### config.mk
export PLATFORM = sky130hd
export DESIGN_NAME = inv_sub_add_round
export DESIGN_NICKNAME = d
export VERILOG_FILES = /design/src/rtl/inv_sub_add_round.sv
export SDC_FILE = /design/constraint.sdc
export NUM_CORES = 1
export LEC_CHECK = 0
export BUFFER_PORTS_ARGS = -buffer_cell sky130_fd_sc_hd__buf_2
export CAP_MARGIN = 20
export CORE_ASPECT_RATIO = 1.75
export CORE_MARGIN = 3
export CORE_UTILIZATION = 60
export DETAILED_ROUTE_END_ITERATION = 8
export HOLD_SLACK_MARGIN = 0.02
export PLACE_DENSITY_LB_ADDON = 0.2
export SYNTH_ARGS = -nofsm -noshare
export SYNTH_HDL_FRONTEND = slang
export SYNTH_SLANG_ARGS = --single-unit
### constraint.sdc
create_clock -name i_Clk -period 27.3 [get_ports i_Clk]
set_clock_uncertainty 0.1 [all_clocks]
set_input_delay 2.73 -clock i_Clk [delete_from_list [all_inputs] [get_ports i_Clk]]
set_output_delay 2.73 -clock i_Clk [all_outputs]
set_load 0.02 [all_outputs]
### src/rtl/inv_sub_add_round.sv
// Byte-serial AES-128 decryption round: InvShiftRows, InvSubBytes, AddRoundKey.
// Optional INV_SUB_ZEROIZE_EN clears state/key/result on the DONE->IDLE handoff.
module inv_sub_add_round (
    input  logic         i_Clk,
    input  logic         i_Rst,
    input  logic [127:0] i_Data,
    input  logic [127:0] i_Key,
    input  logic         i_Valid,
    output logic         o_InReady,
    output logic [127:0] o_Data,
    output logic         o_Valid,
    input  logic         i_Ready
);

    typedef enum logic [1:0] {
        S_IDLE,
        S_SUB,
        S_DONE
    } state_t;

    state_t       r_Fsm;
    state_t       w_FsmNext;
    logic [3:0]   r_Cnt;
    logic [127:0] r_State;
    logic [127:0] r_Key;
    logic [127:0] r_Result;

    logic [1:0]   w_Row;
    logic [1:0]   w_Col;
    logic [1:0]   w_SrcCol;
    logic [6:0]   w_SrcBit;
    logic [6:0]   w_DstBit;
    logic [7:0]   w_InByte;
    logic [7:0]   w_KeyByte;
    logic [7:0]   w_OutByte;
    logic         w_Accept;
    logic         w_Handoff;

    function automatic logic [7:0] gmul(input logic [7:0] a,
                                        input logic [7:0] b);
        logic [7:0] p;
        logic [7:0] x;
        p = 8'h00;
        x = a;
        for (int i = 0; i < 8; i++) begin
            if (b[i]) p = p ^ x;
            x = {x[6:0], 1'b0} ^ (x[7] ? 8'h1b : 8'h00);
        end
        return p;
    endfunction

    // a^254 is the multiplicative inverse in GF(2^8); 0 maps to 0.
    function automatic logic [7:0] ginv(input logic [7:0] a);
        logic [7:0] x2, x3, x6, x12, x15, x30, x60, x120, x240;
        x2   = gmul(a, a);
        x3   = gmul(x2, a);
        x6   = gmul(x3, x3);
        x12  = gmul(x6, x6);
        x15  = gmul(x12, x3);
        x30  = gmul(x15, x15);
        x60  = gmul(x30, x30);
        x120 = gmul(x60, x60);
        x240 = gmul(x120, x120);
        return gmul(gmul(x240, x12), x2);
    endfunction

    function automatic logic [7:0] inv_sbox(input logic [7:0] a);
        logic [7:0] b;
        b = {a[6:0], a[7]} ^ {a[4:0], a[7:5]} ^ {a[1:0], a[7:2]} ^ 8'h05;
        return ginv(b);
    endfunction

    assign w_Row     = r_Cnt[1:0];
    assign w_Col     = r_Cnt[3:2];
    assign w_SrcCol  = w_Col - w_Row;
    assign w_SrcBit  = 7'd127 - {w_SrcCol, w_Row, 3'b000};
    assign w_DstBit  = 7'd127 - {r_Cnt, 3'b000};
    assign w_InByte  = r_State[w_SrcBit -: 8];
    assign w_KeyByte = r_Key[w_DstBit -: 8];
    assign w_OutByte = inv_sbox(w_InByte) ^ w_KeyByte;

    assign w_Accept  = (r_Fsm == S_IDLE) && i_Valid;
    assign w_Handoff = (r_Fsm == S_DONE) && i_Ready;

    always_comb begin
        w_FsmNext = r_Fsm;
        unique case (r_Fsm)
            S_IDLE:  if (i_Valid) w_FsmNext = S_SUB;
            S_SUB:   if (r_Cnt == 4'd15) w_FsmNext = S_DONE;
            S_DONE:  if (i_Ready) w_FsmNext = S_IDLE;
            default: w_FsmNext = S_IDLE;
        endcase
    end

    always_ff @(posedge i_Clk or posedge i_Rst) begin
        if (i_Rst) r_Fsm <= S_IDLE;
        else       r_Fsm <= w_FsmNext;
    end

    always_ff @(posedge i_Clk or posedge i_Rst) begin
        if (i_Rst) begin
            r_Cnt    <= 4'd0;
            r_State  <= '0;
            r_Key    <= '0;
            r_Result <= '0;
        end else if (w_Accept) begin
            r_Cnt   <= 4'd0;
            r_State <= i_Data;
            r_Key   <= i_Key;
        end else if (r_Fsm == S_SUB) begin
            r_Result[w_DstBit -: 8] <= w_OutByte;
            r_Cnt <= (r_Cnt == 4'd15) ? 4'd0 : r_Cnt + 4'd1;
        end else if (w_Handoff) begin
`ifdef INV_SUB_ZEROIZE_EN
            r_State  <= '0;
            r_Key    <= '0;
            r_Result <= '0;
`else
            r_Result <= r_Result;
`endif
        end
    end

    assign o_InReady = (r_Fsm == S_IDLE);
    assign o_Valid   = (r_Fsm == S_DONE);
    assign o_Data    = r_Result;

endmodule

# ---- Word level (Yosys, flattened, before mapping)
# Cells that the tools add are included.
dict set report totals {
  regBits 390
  input_bits 260
  out_inout_bits 130
  word_cells 357
}
dict set report op_classes {
  addsub 5
  n_eq_ne 6
  shifts 4
  muxes 173
  bitwise_logic 159
  reduce_logical 5
}
# operator n
set ops {}
lappend ops {{$mux 8} 88}
lappend ops {{$xor 8x8->8} 80}
lappend ops {{$xor 8x5->8} 77}
lappend ops {{$mux 5} 77}
lappend ops {{$shiftx 135x8->8} 2}
lappend ops {{$shift 8x9->135 const A} 1}
lappend ops {{$shiftx 8x9->135} 1}
lappend ops {{$bwmux 128} 1}
lappend ops {{$sub 7x7->7 const A} 2}
lappend ops {{$mux 4} 3}
lappend ops {{$neg 7->9} 1}
lappend ops {{$mux 2} 3}
lappend ops {{$pmux 2 s3} 1}
lappend ops {{$add 4x1->4 const B} 1}
lappend ops {{$eq 4x4->1 const B} 1}
lappend ops {{$ne 2x2->1 const B} 2}
lappend ops {{$reduce_and 3->1} 1}
lappend ops {{$eq 2x1->1 const B} 1}
lappend ops {{$eq 2x2->1 const B} 1}
lappend ops {{$logic_not 2->1} 1}
lappend ops {{$ne 2x1->1 const B} 1}
lappend ops {{$not 2->2} 1}
lappend ops {{$reduce_and 2->1} 1}
lappend ops {{$reduce_bool 2->1} 1}
lappend ops {{3 further kinds} 3}

# ---- Depth between registers and ports, before layout
dict set report depth {
  depth_word 184
  ltp_mapped 91
  ltp_nobuf 75
}

# ---- Least setup slack after synthesis
# Ideal clock, no wire load.
dict set report synth_path {
  path_type {register -> register}
  startpoint {register r_Cnt[2]}
  endpoint {register r_Result[12], in the netlist o_Data[12]}
  setup_ps 121
  arrival_ps 20228
  t_required_ps 27079
  setup_slack_ps 6851
  path_stages_with_launch 86
  synth_period_minus_slack_ps 20449
  cell_sequence {dfrtp_1 -> buf_4 -> inv_1 -> buf_2 -> ha_1 -> buf_4 -> nor2b_1 -> o2bb2ai_1 -> or4_1 -> buf_2 -> nand2_2 -> xnor3_1 -> inv_2 -> clkbuf_1 -> ha_1 -> buf_2 -> xnor2_1 -> mux2i_1 -> [50 not listed] -> buf_6 -> and4_4 -> nor4b_2 -> xnor2_1 -> xnor3_1 -> buf_6 -> xor2_4 -> a31o_1 -> a311oi_1 -> xnor3_2 -> xnor3_2 -> nand2_1 -> xnor3_1 -> xnor2_1 -> xnor2_1 -> xnor3_1 -> buf_4 -> a22o_1}
}
dict set report synth_between {
  elab_chain_len 178
  word_cells_on_any_way 332
  cone_classes {4 x add/sub; 4 x shift; 166 x mux; 158 x bitwise}
}
# element line
set synth_rtl {}
lappend synth_rtl {{start, declared} 23} ;# logic [3:0] r_Cnt;
lappend synth_rtl {{start signal, assigned} 112} ;# r_Cnt <= (r_Cnt == 4'd15) ? 4'd0 : r_Cnt + 4'd1;
lappend synth_rtl {{$sub 2x2->2} 75} ;# assign w_SrcCol = w_Col - w_Row;
lappend synth_rtl {{$sub 7x7->7} 76} ;# assign w_SrcBit = 7'd127 - {w_SrcCol, w_Row, 3'b000};
lappend synth_rtl {{$shiftx 135x8->8} 78} ;# assign w_InByte = r_State[w_SrcBit -: 8];
lappend synth_rtl {{$xor 8x8->8 (2 in series)} 69} ;# b = {a[6:0], a[7]} ^ {a[4:0], a[7:5]} ^ {a[1:0], a[7:2]} ^ 8'h05;
lappend synth_rtl {{$not 2->2 (no source line)} --}
lappend synth_rtl {{$mux 8} 46} ;# if (b[i]) p = p ^ x;
lappend synth_rtl {{$xor 8x8->8} 46}
lappend synth_rtl {{$mux 8} 46}
lappend synth_rtl {{[161 not listed]} --}
lappend synth_rtl {{$mux 8} 46}
lappend synth_rtl {{$xor 8x8->8} 46}
lappend synth_rtl {{$mux 8} 46}
lappend synth_rtl {{$xor 8x8->8} 46}
lappend synth_rtl {{$mux 8} 46}
lappend synth_rtl {{$xor 8x8->8} 80} ;# assign w_OutByte = inv_sbox(w_InByte) ^ w_KeyByte;
lappend synth_rtl {{$shiftx 8x9->135} 111} ;# r_Result[w_DstBit -: 8] <= w_OutByte;
lappend synth_rtl {{$bwmux 128 *} 111}
lappend synth_rtl {{end signal, assigned by index} 111}
lappend synth_rtl {{end signal, assigned} 119} ;# r_Result <= r_Result;
lappend synth_rtl {{end, declared} 26} ;# logic [127:0] r_Result;
# Every way passes the cells marked *; elsewhere a longest branch is shown, timed or not.
# A chain may end at the register's enable or synchronous reset.

# ---- Final worst setup path
dict set report layout_path {
  startpoint {register r_Cnt[2]}
  endpoint {register r_Result[69], in the netlist o_Data[69]}
}
# Same word-level chain as after synthesis.

==> flow_metrics.tcl <==
set metrics [dict create \
    hold_path_startpoint "o_Data[7]" \
    synth_compound_area_frac 0.125 \
    final_layout_size_suffix_gt1_frac 0.190 \
    numPortBuffers 389 \
    beginning_of_the_critical_path "r_Cnt[2]" \
    muxShareOfSynthArea 0.0736 \
    dr_total_vias 25500 \
    clock_buffers_created_by_tritoncts 36 \
    synthDominantAreaCellType "dfrtp_1" \
    synth-adder-area-share 0.00634 \
    chipWidth_um 173 \
    antenna_violation_net_count_after_detailed_routing 0 \
    period_needed_ps 25400 \
    overflow 0 \
    die-height_um 298 \
    clkTransAtPathRegs_ps 70 \
    postSynthCellCount 3194 \
    number_of_distinct_library_cell_variants_in_the_gate_level_netlist_after_synthesis 113 \
    tritoncts_clock_tree "yes" \
    worst_path_largest_cell_delay_ps 870 \
    first_pass_iters 6 \
    totalWireLength_um 94500 \
    finalSetupTns_ps 0 \
    finalSetupViolCount 0 \
    rsz_0062_raised_after_global_routing "no" \
    final_min_period_over_clock_period 0.930 \
    syn_nets 3468 \
    final_nets 3748 \
    h_tree_levels 2 \
    start_util 0.608 \
    first_global_vias 25800 \
    finalWeightedCongestion 0.973 \
    synth.yosys.warnings 0 \
    grt_pass1_wl_um 145000 \
    detail_route.vias_per_cell 6.13 \
    yosysSeqAreaShare 0.334 \
    outcome "finished, final reports clean" \
    route.detailed.wl_per_inst_um 22.7 \
    synthesis.area_per_instance_um2 9.14 \
    required_time_at_the_worst_slack_endpoint_ps 27690 \
    critical_path.reg2reg.startpoint "r_Cnt[2]" \
    tightest_slew_ps 1100 \
    syn2layout_area_growth_pct 11.8 \
    synth_xor_xnor_area_share 0.220 \
    layout.cells.most_common "nand2_1" \
    detailedPlacementHpwl_um 71700 \
    final_core_utilization 0.680 \
    setup.worst_path.class "flip-flop to flip-flop" \
    synth_top_family_by_area "XOR/XNOR gates" \
    std_cell_rows 106 \
    grt_antenna_before_repair 12 \
    cts_buffer_depth 3 \
    synth_seq_cells 390 \
    worst-endpoint-arrival_ps 25790 \
    drt_first_iter_violations 2303 \
    syn_area_um2 29200 \
    die_area_um2 51500 \
    synthDominantCellAreaShare 0.334 \
    holdBufCountCts 0 \
    numClockSinks 390 \
    cts_setup_buffers 0 \
    most-common-layout-cells "nand2_1 (969), buf_2 (389), dfrtp_1 (388), xnor2_1 (248), nor2_1 (207)" \
    critical_path.endpoint_type "flip-flop" \
    timing.max_cap.violations 0 \
    hold_slack_ps 373 \
    asyncSetResetFlopFracSynth 1.00 \
    insertion_delay_ps 550 \
    critPathSlowestCell "xnor2_1" \
    critPathMostFrequentCell "xnor2_1" \
    largest_net_degree_at_the_start_of_global_routing 113 \
    timing.hold.worst.class "flip-flop to flip-flop" \
    design.core.area_um2 48000 \
    grtUsageTotal 0.357 \
    synth_enable_flop_cells 0 \
    timing.final.max_slew_violations 0 \
    cts_root_buffer "clkbuf_16" \
    fmax_ghz 0.0394 \
    final-hold-violation-count 0 \
    slew_headroom 0.267 \
    remaining_drc_errors 0 \
    synthFlopType "dfrtp_1" \
    critPathMaxFanout 20 \
    worst_setup_path_start_kind "flip-flop" \
    cts_repair_resize_count 0 \
    num_io_pins 390 \
    ys_top_cells_by_area "dfrtp_1 (33%), nand2_1 (12%), xnor3_1 (7.7%), xnor2_1 (7.6%), mux4_2 (3.4%)" \
    synth-simple-area-share 0.206 \
]
## cells in the mapped netlist, types with 13 or more instances
library cell	count
nand2_1	970
dfrtp_1	390
xnor2_1	254
nor2_1	207
a22o_1	110
xnor3_1	100
clkbuf_1	98
mux2i_1	91
xor2_1	79
a21oi_1	77
nand3_1	64
o21ai_0	60
nor3_1	50
buf_2	45
mux4_2	44
o211ai_1	34
a211oi_1	28
a22oi_1	27
and2_1	23
and3_1	23
buf_4	20
inv_1	17
o22ai_1	17
xnor2_2	17
ha_1	14
o21ai_1	14
buf_6	13
## sequential cells by signal (all words and copies together) (netlist names)
name / cells
r_State: 128
o_Data: 128
r_Key: 128
r_Fsm: 2
r_Cnt: 4
## logic make-up after synthesis
logic type               count (synthesis)
flip-flops                             390
AND/OR/NAND/NOR                       1435
XOR/XNOR                               491
AO/OA/AOI/OAI                          494
adder cells (fa/ha/maj)                 15
buffers and inverters                  214
multiplexers                           155
## layout make-up
cell class | count | area (µm²)
antenna | 6 | 15.0
clock buffer | 52 | 1060
clock inverter | 14 | 169
fill | 3955 | 15400
inverter | 26 | 105
multi-input combinational | 2590 | 18500
sequential | 390 | 9770
tap | 648 | 811
timing repair buffer | 430 | 2250
## final timing paths
check	end	slack [ps]	depth (start not counted)
worst max-delay path	o_Data[69]	1900	70
worst max register to register	o_Data[69]	1900	70
min in group asynchronous	r_State[117]	2220	2
worst min-delay path	o_Data[7]	370	2
worst min register to register	o_Data[7]	370	2
max in group asynchronous	r_Key[44]	21710	5
## through the flow
| step | instance area, µm² | cells | setup slack [ps] |
|---|---|---|---|
| 6_report | 32600 | 4156 | 1900 |
| 5_1_grt | 32600 | 4151 | 169 |
| 4_1_cts | 32600 | 4148 | 2000 |
| 3_5_place_dp | 31400 | 4082 | 2080 |
| 3_3_place_gp | 31400 | 4082 | 2930 |
| 2_1_floorplan | 29200 | 3194 | 6850 |
## worst max-delay path, delay by kind of cell, from the launching register on
family | cells | cell delay, ps
flip-flops | 1 | 540
multiplexers | 2 | 530
AO/OA/AOI/OAI | 13 | 3080
AND/OR/NAND/NOR | 10 | 2440
XOR/XNOR | 34 | 14370
buffers and inverters | 6 | 1750
adder cells (fa/ha/maj) | 5 | 2420
## routing by layer
layer | GRT usage | up-vias | wire length (µm)
li1 | - | 11500 | -
met1 | 0.388 | 12400 | 32700
met2 | 0.639 | 1184 | 48200
met3 | 0.0476 | 397 | 5330
met4 | 0.250 | 12 | 8170
met5 | 0 | - | 83
Power is left out: the tool's default activity adds up to more than one toggle a clock period on the data nets, which glitch-free logic cannot reach.
